File: config.mk
export PLATFORM = sky130hd
export DESIGN_NAME = mem_loader
export DESIGN_NICKNAME = d
export VERILOG_FILES = /design/src/rtl/mem_loader_pkg.sv /design/src/rtl/mem_loader_packer.sv /design/src/rtl/mem_loader.sv
export SDC_FILE = /design/constraint.sdc
export NUM_CORES = 1
export LEC_CHECK = 0
export ABC_AREA = 1
export CAP_MARGIN = 20
export CORE_AREA = 2 2 119 86
export DETAILED_ROUTE_END_ITERATION = 7
export DIE_AREA = 0 0 121 88
export GPL_TIMING_DRIVEN = 0
export HOLD_SLACK_MARGIN = 0.03
export PLACE_DENSITY = 0.88
export SLEW_MARGIN = 20
export SYNTH_ARGS = -nofsm -noshare
export SYNTH_HDL_FRONTEND = slang
export SYNTH_SLANG_ARGS = --single-unit
File: constraint.sdc
create_clock -name clk_in -period 2.8 [get_ports clk_in]
set_clock_uncertainty 0.15 [all_clocks]
set_input_delay 0.56 -clock clk_in [delete_from_list [all_inputs] [get_ports clk_in]]
set_output_delay 0.56 -clock clk_in [all_outputs]
set_load 0.05 [all_outputs]
File: src/rtl/mem_loader_pkg.sv
// Shared types and constants for the boot-time memory loader.
package mem_loader_pkg;

  // Loader sequencing: instruction section, data section, then hand-off.
  typedef enum logic [1:0] {
    LOAD_INST = 2'd0,
    LOAD_DATA = 2'd1,
    RUN       = 2'd2,
    ERROR     = 2'd3
  } ld_state_e;

  localparam int INST_BYTES = 4;
  localparam int DATA_BYTES = 8;

  // Byte counter wide enough to hold DATA_BYTES itself.
  localparam int CNT_W = $clog2(DATA_BYTES) + 1;

endpackage

File: src/rtl/mem_loader_packer.sv
// Byte-to-word assembler shared by both sections; word size chosen per byte.
module byte_packer #(
  parameter int MAX_BYTES = 8,
  parameter int CW        = $clog2(MAX_BYTES) + 1
) (
  input  logic                   clk_i,
  input  logic                   rst_ni,
  input  logic                   xfer_i,
  input  logic [7:0]             byte_i,
  input  logic                   last_i,
  input  logic [CW-1:0]          nbytes_i,
  output logic [8*MAX_BYTES-1:0] word_o,
  output logic                   done_o
);

  logic [CW-1:0]          cnt_q, cnt_d;
  logic [8*MAX_BYTES-1:0] acc_q, acc_d;
  logic                   done_q, done_d;

  // Place the byte at its little-endian lane; the first byte of a word
  // starts from zero so short (last) words come out zero-filled.
  always_comb begin
    cnt_d  = cnt_q;
    acc_d  = acc_q;
    done_d = 1'b0;
    if (xfer_i) begin
      if (cnt_q == '0) acc_d = '0;
      acc_d[{cnt_q[CW-2:0], 3'b000} +: 8] = byte_i;
      if (last_i || ((cnt_q + CW'(1)) == nbytes_i)) begin
        cnt_d  = '0;
        done_d = 1'b1;
      end else begin
        cnt_d = cnt_q + CW'(1);
      end
    end
  end

  // Word stays stable in the done cycle even if the next word's first
  // byte is accepted in that same cycle.
  always_ff @(posedge clk_i or negedge rst_ni) begin
    if (!rst_ni) begin
      cnt_q  <= '0;
      acc_q  <= '0;
      done_q <= 1'b0;
    end else begin
      cnt_q  <= cnt_d;
      acc_q  <= acc_d;
      done_q <= done_d;
    end
  end

  assign word_o = acc_q;
  assign done_o = done_q;

endmodule

File: src/rtl/mem_loader.sv
// Streams a byte image into instruction then data memory, then enables the core.
module mem_loader
  import mem_loader_pkg::*;
#(
  parameter int IMEM_WORDS = 256,
  parameter int DMEM_WORDS = 64
) (
  input  logic                          clk_in,
  input  logic                          rst,
  input  logic                          in_valid,
  input  logic [7:0]                    in_data,
  input  logic                          in_last,
  output logic                          in_ready,
  output logic                          imem_we,
  output logic [$clog2(IMEM_WORDS)-1:0] imem_addr,
  output logic [31:0]                   imem_wdata,
  output logic                          dmem_we,
  output logic [$clog2(DMEM_WORDS)-1:0] dmem_addr,
  output logic [63:0]                   dmem_wdata,
  output logic                          core_enable,
  output logic                          err
);

  localparam int IAW = $clog2(IMEM_WORDS);
  localparam int DAW = $clog2(DMEM_WORDS);

  ld_state_e      state_q, state_d;
  logic           rdy_q;
  logic [IAW:0]   iaddr_q, iaddr_d;   // one extra bit to detect overflow
  logic [DAW:0]   daddr_q, daddr_d;
  logic           sect_q;             // pending word belongs to data section
  logic           xfer, done;
  logic [CNT_W-1:0] nbytes;
  logic [63:0]    word;

  assign in_ready = rdy_q && (state_q == LOAD_INST || state_q == LOAD_DATA);
  assign xfer     = in_valid && in_ready;
  assign nbytes   = (state_q == LOAD_DATA) ? CNT_W'(DATA_BYTES) : CNT_W'(INST_BYTES);

  byte_packer #(.MAX_BYTES(DATA_BYTES)) u_packer (
    .clk_i    (clk_in),
    .rst_ni   (rst),
    .xfer_i   (xfer),
    .byte_i   (in_data),
    .last_i   (in_last),
    .nbytes_i (nbytes),
    .word_o   (word),
    .done_o   (done)
  );

  // Section transitions happen on the last byte itself, so in_ready drops
  // right after the final data byte; the word it completes is written in
  // the following cycle, tagged by sect_q. Overflow overrides everything.
  always_comb begin
    state_d = state_q;
    iaddr_d = iaddr_q;
    daddr_d = daddr_q;
    imem_we = 1'b0;
    dmem_we = 1'b0;
    case (state_q)
      LOAD_INST: if (xfer && in_last) state_d = LOAD_DATA;
      LOAD_DATA: if (xfer && in_last) state_d = RUN;
      default:   ;
    endcase
    if (done && state_q != ERROR) begin
      if (!sect_q) begin
        if (iaddr_q == (IAW+1)'(IMEM_WORDS)) state_d = ERROR;
        else begin
          imem_we = 1'b1;
          iaddr_d = iaddr_q + (IAW+1)'(1);
        end
      end else begin
        if (daddr_q == (DAW+1)'(DMEM_WORDS)) state_d = ERROR;
        else begin
          dmem_we = 1'b1;
          daddr_d = daddr_q + (DAW+1)'(1);
        end
      end
    end
  end

  // State, address counters and section tag; in_ready held off until the
  // first edge after reset release.
  always_ff @(posedge clk_in or negedge rst) begin
    if (!rst) begin
      state_q <= LOAD_INST;
      rdy_q   <= 1'b0;
      iaddr_q <= '0;
      daddr_q <= '0;
      sect_q  <= 1'b0;
    end else begin
      state_q <= state_d;
      rdy_q   <= 1'b1;
      iaddr_q <= iaddr_d;
      daddr_q <= daddr_d;
      if (xfer) sect_q <= (state_q == LOAD_DATA);
    end
  end

  assign imem_addr   = iaddr_q[IAW-1:0];
  assign dmem_addr   = daddr_q[DAW-1:0];
  assign imem_wdata  = word[31:0];
  assign dmem_wdata  = word;
  // Held low during the final data write so the core starts one cycle later.
  assign core_enable = (state_q == RUN) && !done;
  assign err         = (state_q == ERROR);

endmodule

==> results <==
synth_stat cells (all sizes together):
master	instances	area (um^2)
a21oi	7	35.0
buf	64	518
clkinv	1	5.00
conb	1	3.75
dfrtp	89	2230
ha	7	87.6
inv	41	154
nand2	65	254
nand3	75	408
nand4	7	71.3
nor2	16	65.1
nor3	8	62.6
o21ai	78	458
xnor2	5	43.8
xor2	8	70.1
logic make-up (layout without fill, tap and decap cells):
kind of cell | Yosys count | count (layout) | synth area share, %
buf+inv | 106 | 249 | 15.2
other cells | 1 | 1 | 0.0840
flops | 89 | 89 | 49.9
xor+xnor | 13 | 13 | 2.55
compound gates | 85 | 85 | 11.0
fa+ha+maj | 7 | 7 | 1.96
simple gates | 171 | 171 | 19.3
area by class of cell:
type,count,area (um^2),share of cell area [%]
sequential,89,2230,35.8
multi-input combinational,277,1570,25.2
timing repair buffer,127,1280,20.6
buffer,64,518,8.33
clock buffer,11,243,3.90
tap,128,160,2.58
inverter,42,159,2.56
clock inverter,5,63.8,1.03
stage by stage:
step / setup slack (ns) / area, um^2 / power [W] / hold WS, ns
2_1_floorplan: 0.580 / 4460 / 0.00132 / 0.114
3_3_place_gp: -2.05 / 5880 / 0.00138 / 0.355
3_5_place_dp: -0.131 / 5910 / 0.00138 / 0.352
4_1_cts: 0.0435 / 6210 / 0.00260 / 0.0723
5_1_grt: 0.0190 / 6220 / 0.00266 / 0.0934
6_report: 0.154 / 6220 / 0.00257 / 0.0532
timing repair:
action                     in CTS  in global routing
gates cloned                    0                  0
setup endpoints to repair       2                  2
hold endpoints to repair        0                  0
resized for setup               8                  5
per-layer routing:
metal,global-route usage [%],vias to the layer above
met2,34.3,124
met1,29.2,1776
met5,0,-
met4,5.50,0
met3,4.10,11
li1,-,1805
registers in the layout, summed over array words and instances, names as in the netlist:
signal,cells
u_packer.word_o,64
iaddr_q,9
daddr_q,7
u_packer.cnt_q,4
state_q,2
rdy_q,1
sect_q,1
u_packer.done_o,1
power groups by stage:
stage / Sequential [W] / Clock (W) / Combinational, W
after global placement: 0.00131 / 0 / 0.0000657
after detailed placement: 0.00131 / 0 / 0.0000717
final: 0.00129 / 0.00122 / 0.0000694
after CTS: 0.00129 / 0.00124 / 0.0000718
after floorplan: 0.00131 / 0 / 0.0000131
after global routing: 0.00129 / 0.00130 / 0.0000779
layout by cell type (no fill, tap or decap), drive strengths merged:
cell type	n
conb	1
clkinvlp	1
xnor2	5
inv	42
nor3	8
xor2	8
clkinv	3
clkdlybuf4s50	123
nand3	75
clkbuf	11
ha	7
nor2	16
o21ai	78
dfrtp	89
a21oi	7
buf	68
bufinv	1
nand2	65
nand4	7
final timing paths:
path	start	endpoint	slack (ns)
max in group asynchronous	rst	u_packer.word_o[2]	1.82
min reg2reg	u_packer.word_o[55]	u_packer.word_o[55]	0.36
max	iaddr_q[0]	imem_we	0.15
max reg2reg	u_packer.cnt_q[0]	u_packer.word_o[39]	0.48
min	rst	iaddr_q[6]	0.05
min in group clk_in	u_packer.word_o[55]	u_packer.word_o[55]	0.36
==> impl_metrics.ini <==
[run_status]
status = finished clean

[clocking]
cts-root-buf = clkbuf_16
cts.htree.levels = 3
hold_buffers = 0
post-cts-setup-buffers = 0
cts.clk_slew.worst_paths_ns = 0.06
tritoncts.num_buffers = 9
clk_path_buf_depth = 2
cts_tree = built
clk_latency_ns = 0.33
cts_num_sinks = 89

[synthesis]
syn-num-nets = 491
ys_seq_area_share_pct = 49.9
synth_area_um2 = 4460
avgSynthCellArea_um2 = 9.46
synthCells = 472
ys_seq_elements = 89
ys_warn_count = 0
ys_types = 27

[routing]
vias_per_cell = 5.00
ant_nets = 0
wl_um = 10800
highest_layer = met4
met2_length_um = 5130
drt-pass1-iter-count = 4
wl_per_cell_um = 14.6
drc = 0
num_vias = 3716
drt-initial-drc-count = 300
dr_wl_met3_um = 767
wl_met1_um = 4850

[worst_setup_path]
required_ns = 2.09
path_depth = 9
reg2reg_depth = 10
crit_buf_inv = 4
cp_max_fo = 10
end_kind = primary output
startpoint_type = flip-flop
worstPathCellList = inv_1 > ha_1 > nand2_1 > nor3_1 > nand2_1 > nand3_4 > inv_2 > buf_2 > buf_4
crit_top_cell = nand2_1
slowest_stage = dfrtp_1
critPathMaxStageDelay_ns = 0.40
path_class = flip-flop to primary output
path_delay_family = buffers and inverters
arrival_ns = 1.94

[timing]
finalMaxSlewViolations = 0
tightestPinTransition_ns = 0.554
relSlewSlack_pct = 63.0
period_needed_ns = 2.65
tns_ns = 0
fin_crit_sh_pct = 94.5
fmax_mhz = 378
hold_viol = 0
setup_viol = 0
rsz0062_at_grt = no

[power]
power_frac_comb_pct = 2.7
leakagePower_nw = 2.85
power_frac_clock_pct = 47.3
internal_power_w = 0.00203
power_density_nw_per_um2 = 414
swShare_pct = 21.2
p_sw_w = 0.000546
power_frac_seq_pct = 50.0
vdd_drop_max_mv = 0.250

[cells_and_area]
syn_to_final_growth_pct = 39.3
diodes = 0
fill_cells = 712
finalNonFillerCells = 743
layout.nets = 629
fin_util_pct = 65.5
drive_gt1_share_pct = 19.8

[floorplan]
fp.dieH_um = 88
initial_utilization_pct = 47.0
core-area_um2 = 9500
io_pins = 127
dieArea_um2 = 10600
dieWidth_um = 121
rows = 30

[global_route]
antenna_found_initial = 0
grt_pass1_wl_um = 17600
grt_overflow = 0
track_usage_pct = 21.1
grt_pass1_vias = 3547
grt_start_max_net_pins = 50

[place]
dpl.cell_count = 727
dp_hpwl_um = 8200
gp_congestion = 0.933
io_buffers = 126

[hold_path]
hold_path.class = input port to asynchronous set/reset pin

[job]
maxCapViolations = 0
No activity file was read; power rests on OpenSTA's default activity.
